### config.mk
export PLATFORM = sky130hd
export DESIGN_NAME = bcd_countdown_timer
export DESIGN_NICKNAME = d
export VERILOG_FILES = /design/src/rtl/bcd_countdown_timer.sv
export SDC_FILE = /design/constraint.sdc
export NUM_CORES = 1
export LEC_CHECK = 0
export ABC_CLOCK_PERIOD_IN_PS = 3400
export CORE_ASPECT_RATIO = 0.8
export CORE_UTILIZATION = 34
export CTS_CLUSTER_SIZE = 40
export DETAILED_ROUTE_END_ITERATION = 8
export GPL_ROUTABILITY_DRIVEN = 0
export HOLD_SLACK_MARGIN = 0.12
export PLACE_DENSITY = 0.51
export SLEW_MARGIN = 0
export SYNTH_ARGS = -nofsm -noshare
export SYNTH_HDL_FRONTEND = slang
export SYNTH_SLANG_ARGS = --single-unit
### constraint.sdc
create_clock -name clk -period 3.4 [get_ports clk]
set_input_delay 1.02 -clock clk [delete_from_list [all_inputs] [get_ports clk]]
set_output_delay 1.02 -clock clk [all_outputs]
set_load 0.005 [all_outputs]
### src/rtl/bcd_countdown_timer.sv
// BCD countdown timer with optional MM:SS digits, held-key auto-repeat, pause/resume
// and a preset that is restored after the count finishes or is aborted.
module bcd_countdown_timer #(
    parameter int DIGITS       = 4,
    parameter int MODE_MMSS    = 1,
    parameter int CLK_HZ       = 12000000,
    parameter int REPEAT_DELAY = 6000000,
    parameter int REPEAT_RATE  = 1200000
) (
    input  logic                  clk,
    input  logic                  rst_n,
    input  logic                  plus,
    input  logic                  minus,
    input  logic                  start,
    input  logic                  clear,
    output logic [4*DIGITS-1:0]   display,
    output logic                  running,
    output logic                  paused,
    output logic                  done,
    output logic                  finish
);

    localparam int VW   = 4 * DIGITS;
    localparam int PW   = (CLK_HZ > 1) ? $clog2(CLK_HZ) : 1;
    localparam int RMAX = (REPEAT_DELAY > REPEAT_RATE) ? REPEAT_DELAY : REPEAT_RATE;
    localparam int RW   = $clog2(RMAX + 1);

    typedef enum logic [1:0] {S_IDLE, S_RUN, S_PAUSE, S_DONE} state_e;

    // Tens-of-seconds digit only reaches 5 in MM:SS mode.
    function automatic logic [3:0] dig_lim(input int d);
        return (MODE_MMSS != 0 && d == 1) ? 4'd5 : 4'd9;
    endfunction

    function automatic logic [VW-1:0] max_val();
        logic [VW-1:0] v;
        v = '0;
        for (int d = 0; d < DIGITS; d++) v[4*d +: 4] = dig_lim(d);
        return v;
    endfunction

    localparam logic [VW-1:0] VMAX = max_val();

    function automatic logic [VW-1:0] bcd_inc(input logic [VW-1:0] v);
        logic [VW-1:0] r;
        logic          c;
        r = v;
        c = 1'b1;
        for (int d = 0; d < DIGITS; d++) begin
            if (c) begin
                if (r[4*d +: 4] == dig_lim(d)) begin
                    r[4*d +: 4] = 4'd0;
                end else begin
                    r[4*d +: 4] = r[4*d +: 4] + 4'd1;
                    c = 1'b0;
                end
            end
        end
        return (v == VMAX) ? v : r;
    endfunction

    function automatic logic [VW-1:0] bcd_dec(input logic [VW-1:0] v);
        logic [VW-1:0] r;
        logic          b;
        r = v;
        b = 1'b1;
        for (int d = 0; d < DIGITS; d++) begin
            if (b) begin
                if (r[4*d +: 4] == 4'd0) begin
                    r[4*d +: 4] = dig_lim(d);
                end else begin
                    r[4*d +: 4] = r[4*d +: 4] - 4'd1;
                    b = 1'b0;
                end
            end
        end
        return (v == '0) ? v : r;
    endfunction

    state_e        state_q, state_d;
    logic [VW-1:0] value_q, value_d;
    logic [VW-1:0] preset_q, preset_d;
    logic [PW-1:0] presc_q, presc_d;
    logic [RW-1:0] rpt_q, rpt_d;
    logic          rpt_fast_q, rpt_fast_d;
    logic          finish_q, finish_d;
    logic [3:0]    btn_q, btn_d;

    logic [3:0]    rise;
    logic          plus_ev, minus_ev, start_ev, clear_ev;
    logic          adj, step_up, step_dn, tick;
    logic [VW-1:0] dec_val;

    always_comb begin
        btn_d      = {clear, start, minus, plus};
        rise       = btn_d & ~btn_q;
        plus_ev    = rise[0];
        minus_ev   = rise[1];
        start_ev   = rise[2];
        clear_ev   = rise[3];

        state_d    = state_q;
        value_d    = value_q;
        preset_d   = preset_q;
        presc_d    = presc_q;
        rpt_d      = '0;
        rpt_fast_d = 1'b0;
        finish_d   = 1'b0;
        step_up    = 1'b0;
        step_dn    = 1'b0;
        tick       = (presc_q == PW'(CLK_HZ - 1));
        dec_val    = bcd_dec(value_q);
        adj        = (state_q == S_IDLE) || (state_q == S_PAUSE);

        // Auto-repeat: first step on the edge, then after the delay, then at the rate.
        if (adj && !(plus && minus)) begin
            if (plus_ev || minus_ev) begin
                step_up = plus;
                step_dn = !plus;
            end else if (plus || minus) begin
                if ((!rpt_fast_q && rpt_q == RW'(REPEAT_DELAY - 1)) ||
                    ( rpt_fast_q && rpt_q == RW'(REPEAT_RATE - 1))) begin
                    step_up    = plus;
                    step_dn    = !plus;
                    rpt_fast_d = 1'b1;
                end else begin
                    rpt_d      = rpt_q + RW'(1);
                    rpt_fast_d = rpt_fast_q;
                end
            end
        end

        if (clear_ev) begin
            if (state_q == S_IDLE) begin
                value_d  = '0;
                preset_d = '0;
            end else begin
                state_d = S_IDLE;
                value_d = preset_q;
                presc_d = '0;
            end
        end else begin
            unique case (state_q)
                S_IDLE: begin
                    if (start_ev && value_q != '0) begin
                        preset_d = value_q;
                        presc_d  = '0;
                        state_d  = S_RUN;
                    end else if (step_up) begin
                        value_d = bcd_inc(value_q);
                    end else if (step_dn) begin
                        value_d = dec_val;
                    end
                end
                S_RUN: begin
                    presc_d = tick ? '0 : presc_q + PW'(1);
                    if (tick) value_d = dec_val;
                    // Reaching zero beats a simultaneous pause request.
                    if (tick && dec_val == '0) begin
                        state_d  = S_DONE;
                        finish_d = 1'b1;
                    end else if (start_ev) begin
                        state_d = S_PAUSE;
                    end
                end
                S_PAUSE: begin
                    if (start_ev && value_q != '0) begin
                        state_d = S_RUN;
                    end else if (step_up) begin
                        value_d = bcd_inc(value_q);
                    end else if (step_dn) begin
                        value_d = dec_val;
                    end
                end
                S_DONE: begin
                    if (plus_ev || minus_ev || start_ev) begin
                        state_d = S_IDLE;
                        value_d = preset_q;
                    end
                end
                default: state_d = S_IDLE;
            endcase
        end
    end

    always_ff @(posedge clk or negedge rst_n) begin
        if (!rst_n) begin
            state_q    <= S_IDLE;
            value_q    <= '0;
            preset_q   <= '0;
            presc_q    <= '0;
            rpt_q      <= '0;
            rpt_fast_q <= 1'b0;
            finish_q   <= 1'b0;
            btn_q      <= '0;
        end else begin
            state_q    <= state_d;
            value_q    <= value_d;
            preset_q   <= preset_d;
            presc_q    <= presc_d;
            rpt_q      <= rpt_d;
            rpt_fast_q <= rpt_fast_d;
            finish_q   <= finish_d;
            btn_q      <= btn_d;
        end
    end

    assign display = value_q;
    assign running = (state_q == S_RUN);
    assign paused  = (state_q == S_PAUSE);
    assign done    = (state_q == S_DONE);
    assign finish  = finish_q;

endmodule

[After elaboration in Yosys (flattened, before gate mapping)]
Index checks and enable logic that the tools add are counted.
Widths: inputs -> output; s select.
Operators by class
  bitwise gates (word level): 2
  multiplexer cells: 98
  add/sub/neg operators: 10
  equal/unequal tests: 28
  reduce and logical (&&, ||, !) cells: 33
Operators with widths (count)
  $mux 16: 15
  $mux 24: 4
  $mux 23: 4
  $mux 4: 17
  $pmux 16 s4: 1
  $mux 1: 49
  $pmux 24 s2: 1
  $logic_not 16->1: 2
  $add 24x1->24 const B: 1
  $eq 24x24->1 const B: 1
  $ne 4x3->1 const B: 6
  $reduce_and 8->1: 3
  $add 23x1->23 const B: 1
  $eq 23x21->1 const B: 1
  $eq 23x23->1 const B: 1
  $add 4x1->4 const B: 4
  $eq 16x16->1 const B: 1
  $logic_not 4->1: 4
  $reduce_bool 16->1: 1
  $sub 4x1->4 const B: 4
  $eq 4x4->1 const B: 3
  $mux 2: 6
  $ne 3x1->1 const B: 3
  $ne 4x4->1 const B: 2
  other kinds (22): 36
Storage, ports and cells
  output and inout bits: 20
  bits of input ports: 6
  register bits: 87

[Logic depth before layout (Yosys ltp)]
  depth in word-level cells: 27
  depth in mapped cells: 10

[Least setup slack after synthesis]
No wires, ideal clock.
  kind: input port to flip-flop
  start: input port clear
  end: register value_q[8] (netlist: display[8])
  path slack: 0.529 ns
  stages: 7
  setup time: 0.125 ns
  required time: 3.275 ns
  arrival time: 2.746 ns
  cells stage by stage: nor2b_1 -> clkbuf_1 -> nor2_1 -> nand2_1 -> a211oi_1 -> a211oi_4 -> mux2_2
Between the ends
  cells in the longest elaborated chain, start to end: 3
  elaborated cells on any way between the ends: 11
Ends and longest elaborated chain
  start, declared: RTL line 15  | input logic clear,
  $and 4x4->4 (*): RTL line 96  | rise = btn_d & ~btn_q;
  $ne 4x3->1 (no line) (tied with other cells)
  $reduce_and 8->1 (no line)
  end signal, assigned: RTL line 198  | value_q <= value_d;
  end, declared: RTL line 81  | logic [VW-1:0] value_q, value_d;
Every way passes the cells marked *; elsewhere a longest branch is shown, timed or not.
A chain may end at the register's enable or synchronous reset.

[Final worst setup path]
  start: input port plus
  end: register value_q[4] (netlist: display[4])
Between the ends
  cells in the longest elaborated chain, start to end: 10
  elaborated cells on any way between the ends: 29
Ends and longest elaborated chain
  start, declared: RTL line 12  | input logic plus,
  $logic_not 1->1: RTL line 119, 124
  $mux 1: RTL line 121  | if ((!rpt_fast_q && rpt_q == RW'(REPEAT_DELAY - 1)) ||
  $mux 1: RTL line 120  | end else if (plus || minus) begin
  $mux 1: RTL line 117  | if (plus_ev || minus_ev) begin
  $mux 1: RTL line 116  | if (adj && !(plus && minus)) begin
  $mux 16
  $mux 16, on equally long branches: RTL line 169, 149
  $mux 16, on equally long branches: RTL line 167, 145
  $pmux 16 s4: RTL line 143  | unique case (state_q)
  $mux 16: RTL line 133  | if (clear_ev) begin
Parallel ways exist; a longest one is shown, timed or not. The select of a mux whose other input is x is not followed.

==> flow_summary.ini <==
[timing]
fin_crit_sh_pct = 87.1
fmax_ghz = 0.338
finalHoldViolations = 0
finalWorstSetupSlack_ps = 437
worst_pin_slew_ps = 922
period_minus_slack_ps = 2960
clock-skew-final_ps = 6.51
rsz0062_at_grt = no
tns_ps = 0
relSlewSlack_pct = 38.1
finalSetupViolations = 0
final_max_slew_viol_count = 0

[clock_tree]
path_clk_slew_ps = 60
clk_latency_ps = 360
hold_buffers = 0
cts-buffers-inserted = 9
cts_resized = 0
post_cts_buffers = 0
cts_tree = built
cts_root_buffer = clkbuf_16
clockBufferDepth = 2
cts.htree.levels = 3
numClockSinks = 87

[critical_path]
cp_max_fo = 6
cpPeakStageDelay_ps = 750
worstPathArrival_ps = 3200
cp_cell_sequence = clkdlybuf4s50_1, inv_1, o221a_2, nand2_1, a211oi_1, a211oi_2, buf_4, a22o_1
start_kind = primary input
r2r_slack_ps = 530
path_class = primary input to flop
end_kind = flop
cp.required_ps = 3640
crit_slowest_cell = a211oi_1

[power_and_ir_drop]
power_mw = 3.97
leakage_nw = 2.55
power-per-cell-area_nw_per_um2 = 633
vdd_drop_max_mv = 0.452

[floorplan]
start_util_pct = 35.1
pin_count = 26
core_area_um2 = 15200
die_w_um = 142
die_area_um2 = 16200
dieHeight_um = 114
num_rows = 40

[synthesis]
yosys_register_bits = 87
ys_seq_area_share_pct = 40.9
synth_cells = 603
syn_area_um2 = 5320
synth_ff_type = dfrtp_1
synthDistinctLibCells = 64
synth.avg_cell_area_um2 = 8.82
synth_warnings = 0
synth-edff-count = 0
ys_async_sr_fraction_pct = 100
synth.net_count = 611

[global_routing]
grt_max_degree = 48
grt_pass1_wl_um = 24500
grt_pass1_vias = 4498
track_usage_pct = 19.8
antenna_found_initial = 0
grt_overflow_total = 0

[routing]
drt-vias-per-instance = 5.55
wire_per_inst_um = 17.5
drt_iter0_drc = 430
drtAntennaViolNets = 0
wl_um = 14800
firstDrtPassIters = 5
drc = 0
vias = 4692

[placement]
dp_slack_ps = 50.6
hpwl_um = 10500
dp_cells = 830
port-buffer-count = 25
placed_cell_area_um2 = 5920

[job]
max-cap-violations = 0

[final_layout]
synthToLayoutAreaGrowth_pct = 17.9
stdcell_area_um2 = 6270
nets = 639
stdcell_count = 846
drive_gt1_share_pct = 9.91
n_antenna_cell = 0

[min_path]
min_path_type = flop to flop

[status]
outcome = complete, no violations
layout make-up:
| class | count | area, µm² |
|---|---|---|
| inverters | 21 | 78.8 |
| repair buffers | 54 | 490 |
| well taps | 210 | 263 |
| clock buffers | 11 | 253 |
| flip-flops and latches | 87 | 2180 |
| multi-input cells | 458 | 2910 |
| fillers | 1475 | 8890 |
| clock inverters | 5 | 104 |
cell usage after synthesis, drive strengths merged, types with 10 or more instances:
cell type | count | share of area [%]
nand3 | 36 | 3.4
buf | 10 | 1.2
inv | 21 | 1.5
nor3 | 12 | 1.2
dfrtp | 87 | 41
o21ai | 41 | 4.1
xor2 | 18 | 3.0
xnor2 | 20 | 3.3
a21oi | 22 | 2.1
nor2 | 88 | 6.2
a22o | 27 | 4.4
nor2b | 10 | 1.2
a211oi | 11 | 2.1
clkbuf | 27 | 1.9
nand2 | 40 | 2.8
and3 | 12 | 1.4
metrics by stage:
stage / hold slack, ps / util, %
floorplan: 445 / -
global placement: 467 / 39.0
detailed placement: 481 / 39.0
CTS: 492 / 41.4
global route: 523 / 41.4
finish: 496 / 41.4
final timing paths:
path | from | cells past startpoint | end
worst max-delay path | plus | 8 | display[4]$_DFFE_PN0P_
worst min-delay path | presc_q[18]$_DFFE_PN0P_ | 1 | presc_q[18]$_DFFE_PN0P_
worst max register to register | display[13]$_DFFE_PN0P_ | 6 | preset_q[12]$_DFFE_PN0P_
worst min register to register | presc_q[18]$_DFFE_PN0P_ | 1 | presc_q[18]$_DFFE_PN0P_
max in group asynchronous | rst_n | 2 | display[5]$_DFFE_PN0P_
min in group asynchronous | rst_n | 1 | rpt_q[13]$_DFF_PN0_
worst max-delay path: cells and delay by family:
family          cells  cell delay [ps]
compound gates      4             1310
simple gates        1               90
buf+inv             3              780
sequential cells by signal, indices dropped and copies added, names as in the netlist:
register	cells
preset_q	16
finish	1
rpt_q	23
btn_q	4
state_q	2
rpt_fast_q	1
display	16
presc_q	24
logic make-up (layout without fill, tap and decap cells):
| group | after synthesis | in the layout | synth area share [%] |
|---|---|---|---|
| adders and majority gates | 2 | 2 | 0.470 |
| buffers and inverters | 58 | 91 | 4.56 |
| DFF | 87 | 87 | 40.9 |
| xor gates and xnor gates | 38 | 38 | 6.26 |
| AOI/OAI and AO/OA | 165 | 165 | 23.1 |
| muxes | 5 | 5 | 0.988 |
| and+or+nand+nor | 248 | 248 | 23.7 |
cell usage in the layout (no fill, tap or decap), types with 6 or more instances in the layout:
cell,count
and4_1,6
o21ai_1,7
nor2_1,88
a22oi_1,7
inv_1,21
nand2_1,40
a22o_1,27
and3_1,12
clkbuf_16,9
dfrtp_1,87
nor3_1,11
nor4bb_1,6
nand4_1,7
o211ai_1,7
xnor2_1,20
clkdlybuf4s50_1,24
buf_4,28
a21oi_1,22
a211oi_1,8
xor2_1,18
nor2b_1,10
nand3_1,36
o21ai_0,33
power by group:
| part | leakage, nW | internal, mW | switching, mW |
|---|---|---|---|
| Sequential | 1.18 | 1.17 | 0.251 |
| Combinational | 1.19 | 0.618 | 0.755 |
| Clock | 0.176 | 0.758 | 0.421 |
| Total | 2.55 | 2.55 | 1.43 |
routing by layer:
metal	vias up	routed length (µm)	GRT usage, %
met5	-	0	0
met1	2294	7470	30.2
met4	0	184	6.45
li1	2255	-	-
met2	128	6270	27.4
met3	15	874	4.03
No activity file was read; power rests on OpenSTA's default activity.
